--- src/rtl/lif_neuron_array.sv ---
// Time-multiplexed two-compartment LIF neuron array, one neuron per clock.
// Optional spike counter enabled by defining LIF_SPIKE_COUNT_EN.
module lif_neuron_array #(
  parameter int N_NEURONS = 4,
  parameter int DATA_W    = 16,
  parameter int LEAK      = 1,
  parameter int V_THRESH  = 10,
  parameter int G_C       = 1,
  parameter int REFRAC    = 2,
  parameter int IDX_W     =
    (N_NEURONS > 1) ? $clog2(N_NEURONS) : 1
) (
  input  logic                     clk,
  input  logic                     rst,
  input  logic                     step_valid,
  output logic                     step_ready,
  input  logic                     state_clr,
  output logic [IDX_W-1:0]         syn_idx,
  input  logic signed [DATA_W-1:0] syn_in,
  output logic                     spike_valid,
  output logic [IDX_W-1:0]         spike_idx,
  output logic                     done,
  output logic [IDX_W:0]           spike_count
);

  localparam int AW = DATA_W + 2;
  localparam int CW = IDX_W + 1;
  localparam int RW =
    (REFRAC > 0) ? $clog2(REFRAC + 1) : 1;
  localparam logic [IDX_W-1:0] LAST =
    IDX_W'(N_NEURONS - 1);
  localparam logic [DATA_W-1:0] VMAX_D =
    {1'b0, {(DATA_W-1){1'b1}}};
  localparam logic signed [AW-1:0] VMAX =
    {2'b00, VMAX_D};
  localparam logic signed [AW-1:0] LEAK_A =
    AW'(LEAK);
  localparam logic signed [AW-1:0] THR_A =
    AW'(V_THRESH);

  typedef enum logic {
    S_IDLE,
    S_RUN
  } state_t;

  state_t            r_state;
  logic [IDX_W-1:0]  r_idx;
  logic              r_spike_valid;
  logic [IDX_W-1:0]  r_spike_idx;
  logic              r_done;

  logic [DATA_W-1:0] r_vs  [N_NEURONS];
  logic [DATA_W-1:0] r_vd  [N_NEURONS];
  logic [RW-1:0]     r_ref [N_NEURONS];

  logic                     w_refr;
  logic signed [AW-1:0]     w_vd;
  logic signed [AW-1:0]     w_vs;
  logic signed [AW-1:0]     w_syn;
  logic signed [AW-1:0]     w_diff;
  logic signed [AW-1:0]     w_c;
  logic signed [AW-1:0]     w_vd_n;
  logic signed [AW-1:0]     w_vs_n;
  logic [DATA_W-1:0]        w_vd_cl;
  logic [DATA_W-1:0]        w_vs_cl;
  logic                     w_fire;

  function automatic logic [DATA_W-1:0] clamp(
    input logic signed [AW-1:0] v
  );
    if (v < 0)
      return '0;
    else if (v > VMAX)
      return VMAX_D;
    else
      return v[DATA_W-1:0];
  endfunction

  // A refractory soma reads as zero so coupling drains the dendrite.
  assign w_refr = (r_ref[r_idx] != '0);
  assign w_vd   = $signed({2'b00, r_vd[r_idx]});
  assign w_vs   = w_refr ? '0
                : $signed({2'b00, r_vs[r_idx]});
  assign w_syn  = {{2{syn_in[DATA_W-1]}}, syn_in};
  assign w_diff = w_vd - w_vs;
  assign w_c    = w_diff >>> G_C;
  assign w_vd_n = w_vd + w_syn - LEAK_A - w_c;
  assign w_vs_n = w_vs + w_c - LEAK_A;
  assign w_vd_cl = clamp(w_vd_n);
  assign w_vs_cl = clamp(w_vs_n);
  assign w_fire = !w_refr &&
    ($signed({2'b00, w_vs_cl}) >= THR_A);

  always_ff @(posedge clk or negedge rst) begin
    if (!rst) begin
      r_state       <= S_IDLE;
      r_idx         <= '0;
      r_spike_valid <= 1'b0;
      r_spike_idx   <= '0;
      r_done        <= 1'b0;
      for (int i = 0; i < N_NEURONS; i++) begin
        r_vs[i]  <= '0;
        r_vd[i]  <= '0;
        r_ref[i] <= '0;
      end
    end else begin
      r_spike_valid <= 1'b0;
      r_done        <= 1'b0;
      case (r_state)
        S_IDLE: begin
          if (state_clr) begin
            for (int i = 0; i < N_NEURONS; i++) begin
              r_vs[i]  <= '0;
              r_vd[i]  <= '0;
              r_ref[i] <= '0;
            end
          end
          if (step_valid)
            r_state <= S_RUN;
        end
        S_RUN: begin
          r_vd[r_idx] <= w_vd_cl;
          r_vs[r_idx] <= (w_refr || w_fire) ? '0
                       : w_vs_cl;
          if (w_refr)
            r_ref[r_idx] <= r_ref[r_idx] - RW'(1);
          else if (w_fire)
            r_ref[r_idx] <= RW'(REFRAC);
          r_spike_valid <= w_fire;
          if (w_fire)
            r_spike_idx <= r_idx;
          if (r_idx == LAST) begin
            r_state <= S_IDLE;
            r_idx   <= '0;
            r_done  <= 1'b1;
          end else begin
            r_idx <= r_idx + 1'b1;
          end
        end
        default: r_state <= S_IDLE;
      endcase
    end
  end

  assign step_ready  = (r_state == S_IDLE);
  assign syn_idx     = r_idx;
  assign spike_valid = r_spike_valid;
  assign spike_idx   = r_spike_idx;
  assign done        = r_done;

`ifdef LIF_SPIKE_COUNT_EN
  logic [CW-1:0] r_cnt;
  logic [CW-1:0] r_spike_count;

  // Last neuron's spike is folded in as the total is published.
  always_ff @(posedge clk or negedge rst) begin
    if (!rst) begin
      r_cnt         <= '0;
      r_spike_count <= '0;
    end else if (r_state == S_IDLE) begin
      if (step_valid)
        r_cnt <= '0;
    end else begin
      if (r_idx == LAST)
        r_spike_count <= r_cnt + CW'(w_fire);
      else if (w_fire)
        r_cnt <= r_cnt + CW'(1);
    end
  end

  assign spike_count = r_spike_count;
`else
  assign spike_count = CW'(0);
`endif

endmodule

--- config.mk ---
export PLATFORM = sky130hd
export DESIGN_NAME = lif_neuron_array
export DESIGN_NICKNAME = d
export VERILOG_FILES = /design/src/rtl/lif_neuron_array.sv
export SDC_FILE = /design/constraint.sdc
export NUM_CORES = 1
export LEC_CHECK = 0
export ABC_AREA = 1
export BUFFER_PORTS_ARGS = -buffer_cell sky130_fd_sc_hd__buf_2
export CAP_MARGIN = 20
export CORE_AREA = 8 8 218 168
export DETAILED_ROUTE_END_ITERATION = 10
export DIE_AREA = 0 0 226 176
export HOLD_SLACK_MARGIN = 0.02
export PLACE_DENSITY = 0.49
export RECOVER_POWER = 50
export SETUP_SLACK_MARGIN = 0.5
export SLEW_MARGIN = 20
export SYNTH_ARGS = -nofsm -noshare
export SYNTH_HDL_FRONTEND = slang
export SYNTH_SLANG_ARGS = --single-unit
--- constraint.sdc ---
create_clock -name clk -period 9 [get_ports clk]
set_clock_uncertainty 0.05 [all_clocks]
set_input_delay 2.7 -clock clk [delete_from_list [all_inputs] [get_ports clk]]
set_output_delay 2.7 -clock clk [all_outputs]
set_load 0.05 [all_outputs]
==> impl_metrics.toml <==
[global_routing]
gr-total-overflow = 0
grt_pass1_vias = 8308
grt_max_degree = 87
grt_pass1_wl_microns = 47780
antenna_found_initial = 0
grt_usage_pct = 15.39

[timing]
rsz0062_at_grt = "no"
slew_headroom_pct = -244.1
max_freq_mhz = 128.1
fin_crit_sh_pct = 86.77
whs_ns = 0.4276
slew_violations = 121
period_minus_slack_ns = 7.809
tightest_slew_ns = 5.162
finalSetupTns_ns = 0
finalWorstSetupSlack_ns = 1.191
hold_viol = 0
setup_viol = 0

[setup_path]
reg2reg_depth = 35
r2r_end = "r_vs[49]"
cp-end-kind = "flop"
startpoint_type = "flop"
arrival_ns = 8.13
reg2reg_slack_ns = 1.19
cp_slowest_cell = "clkbuf_1"
crit_fanout = 33
worstSetupPathType = "reg -> reg"
path_common_cell = "nand2_1"
reg2reg_from = "syn_idx[1]"
required_ns = 9.32
max_stage_delay_ns = 1.34

[worst_hold_path]
hold-path-cell-count = 2
hold_path_end = "r_vd[46]"
hold_path.class = "reg -> reg"
hp-start = "r_vd[46]"

[drt]
drtIter0Drc = 707
vias = 8719
drc = 0
routedWlPerCell_microns = 16.82
via_per_inst = 4.839
antenna_left = 0
routed_wl_microns = 30310
firstDrtPassIters = 5

[synth]
seq_area_frac_synth_pct = 36.54
synthXorXnorAreaFrac_pct = 3.935
yosys-mux-area-fraction_pct = 0
synth_compound_area_share_pct = 12.11
netlist_area_sq_um = 9793
synth_fa_ha_area_share_pct = 11.75
yosysWarnings = 0
synth_top_family_by_area = "simple AND/OR/NAND/NOR gates"
synth_edf_count = 0
avgSynthCellArea_sq_um = 7.330
ys_ff_latch = 143
synthDistinctLibCells = 43
syn-instance-count = 1336
yosys.area_share.simple_pct = 26.55
ys_async_sr_fraction_pct = 100.0
synth_ff_type = "dfrtp_1"

[clocking]
worstSkewPairLatency_ns = 0.44
cts_buffer_depth = 2
hold_buffers = 0
post_cts_resized = 0
tritoncts = "done"
clockRootBuffer = "clkbuf_16"
htree_levels = 4
clkSinkCount = 143
clkTransAtPathRegs_ns = 0.06
post_cts_buffers = 0
cts_buffers = 17

[cells_and_area]
nets = 1443
final_layout_size_suffix_gt1_share_pct = 6.435
final_common_cell = "nand2_1"
final_cell_mix = "350 x nand2_1, 163 x inv_1, 142 x dfrtp_1, 128 x nand3_1, 115 x nor2_1"
syn_to_final_growth_pct = 12.46
diodes = 0

[floorplan]
num_io_pins = 30
core_sq_um = 33020
start_util_pct = 29.66
fp-row-count = 58
dieArea_sq_um = 39780
die_width_microns = 226
fp.dieH_microns = 176

[placed_design]
place.port_buffers = 26
dp_hpwl_microns = 21330
routabilityCongestion = 0.8967
dp_slack_ns = 1.466

[outcome]
status = "finished with violations"
violations = "max-capacitance violations, max-slew violations"

[job]
drv_cap = 2
state kept, by name (all words and copies together) (netlist names):
name and cells:
r_vd 64, spike_idx 2, done 1, r_state 1, r_ref 8, syn_idx 2
spike_valid 1, r_vs 64
cell type report:
class / instances / area (sq um)
tap: 450 / 563.0
sequential: 143 / 3580
multi-input combinational: 971 / 5353
clock inverter: 12 / 230.2
clock buffer: 19 / 442.9
inverter: 168 / 630.6
timing repair buffer: 39 / 214.0
fill: 3617 / 22010
through the flow:
stage	util (%)	std cells	area [sq um]
finish	33.35	1802	11010
detailed placement	31.38	1771	10360
CTS	33.41	1802	11030
floorplan	-	1338	9801
global route	33.35	1802	11010
global placement	31.38	1771	10360
worst max-delay path by stage:
stage	start	end	slack (ns)	cells past startpoint
2_1_floorplan	syn_idx[0]	r_vd[22]	2.44	32
3_3_place_gp	syn_idx[0]	r_vs[1]	1.52	36
3_5_place_dp	syn_idx[0]	r_vs[1]	1.47	36
4_1_cts	syn_idx[0]	r_vs[49]	1.42	36
5_1_grt	syn_idx[1]	r_vs[49]	0.54	35
6_report	syn_idx[1]	r_vs[49]	1.19	35
logic make-up (layout without fill, tap and decap cells):
| group | Yosys count | after routing |
|---|---|---|
| other cells | 1 | 3 |
| fa+ha+maj | 83 | 83 |
| simple gates | 625 | 625 |
| compound gates | 216 | 216 |
| flops | 143 | 143 |
| xor+xnor | 44 | 44 |
| buf+inv | 224 | 238 |
critical path, delay by kind of cell, from the launching register on:
family          cells  cell delay (ns)
fa+ha+maj           2             1.04
flops               1             0.34
buf+inv             5             1.85
simple gates       18             2.09
compound gates     10             2.34
synth_stat cells (14+ instances only):
| cell | number | area (sq um) |
|---|---|---|
| o21ai_0 | 90 | 450.4 |
| fa_1 | 15 | 300.3 |
| o22ai_1 | 17 | 106.4 |
| nor2_1 | 115 | 431.7 |
| xor2_1 | 30 | 262.8 |
| inv_1 | 163 | 611.8 |
| clkbuf_1 | 38 | 142.6 |
| dfrtp_1 | 143 | 3578 |
| xnor2_1 | 14 | 122.6 |
| nand2_1 | 350 | 1314 |
| a21oi_1 | 76 | 380.4 |
| ha_1 | 68 | 850.8 |
| nand3_1 | 128 | 640.6 |
layer usage:
metal | global-route usage (%) | wire length, microns | part of all wire (%)
met2 | 21.88 | 12570 | 41
met4 | 3.569 | 297 | 0.98
met1 | 23.75 | 15680 | 52
met5 | 0 | 0 | 0
met3 | 2.520 | 1766 | 5.8
Power is not shown: default switching activity piles up to over one toggle a cycle in this logic, so the estimate is an artifact.
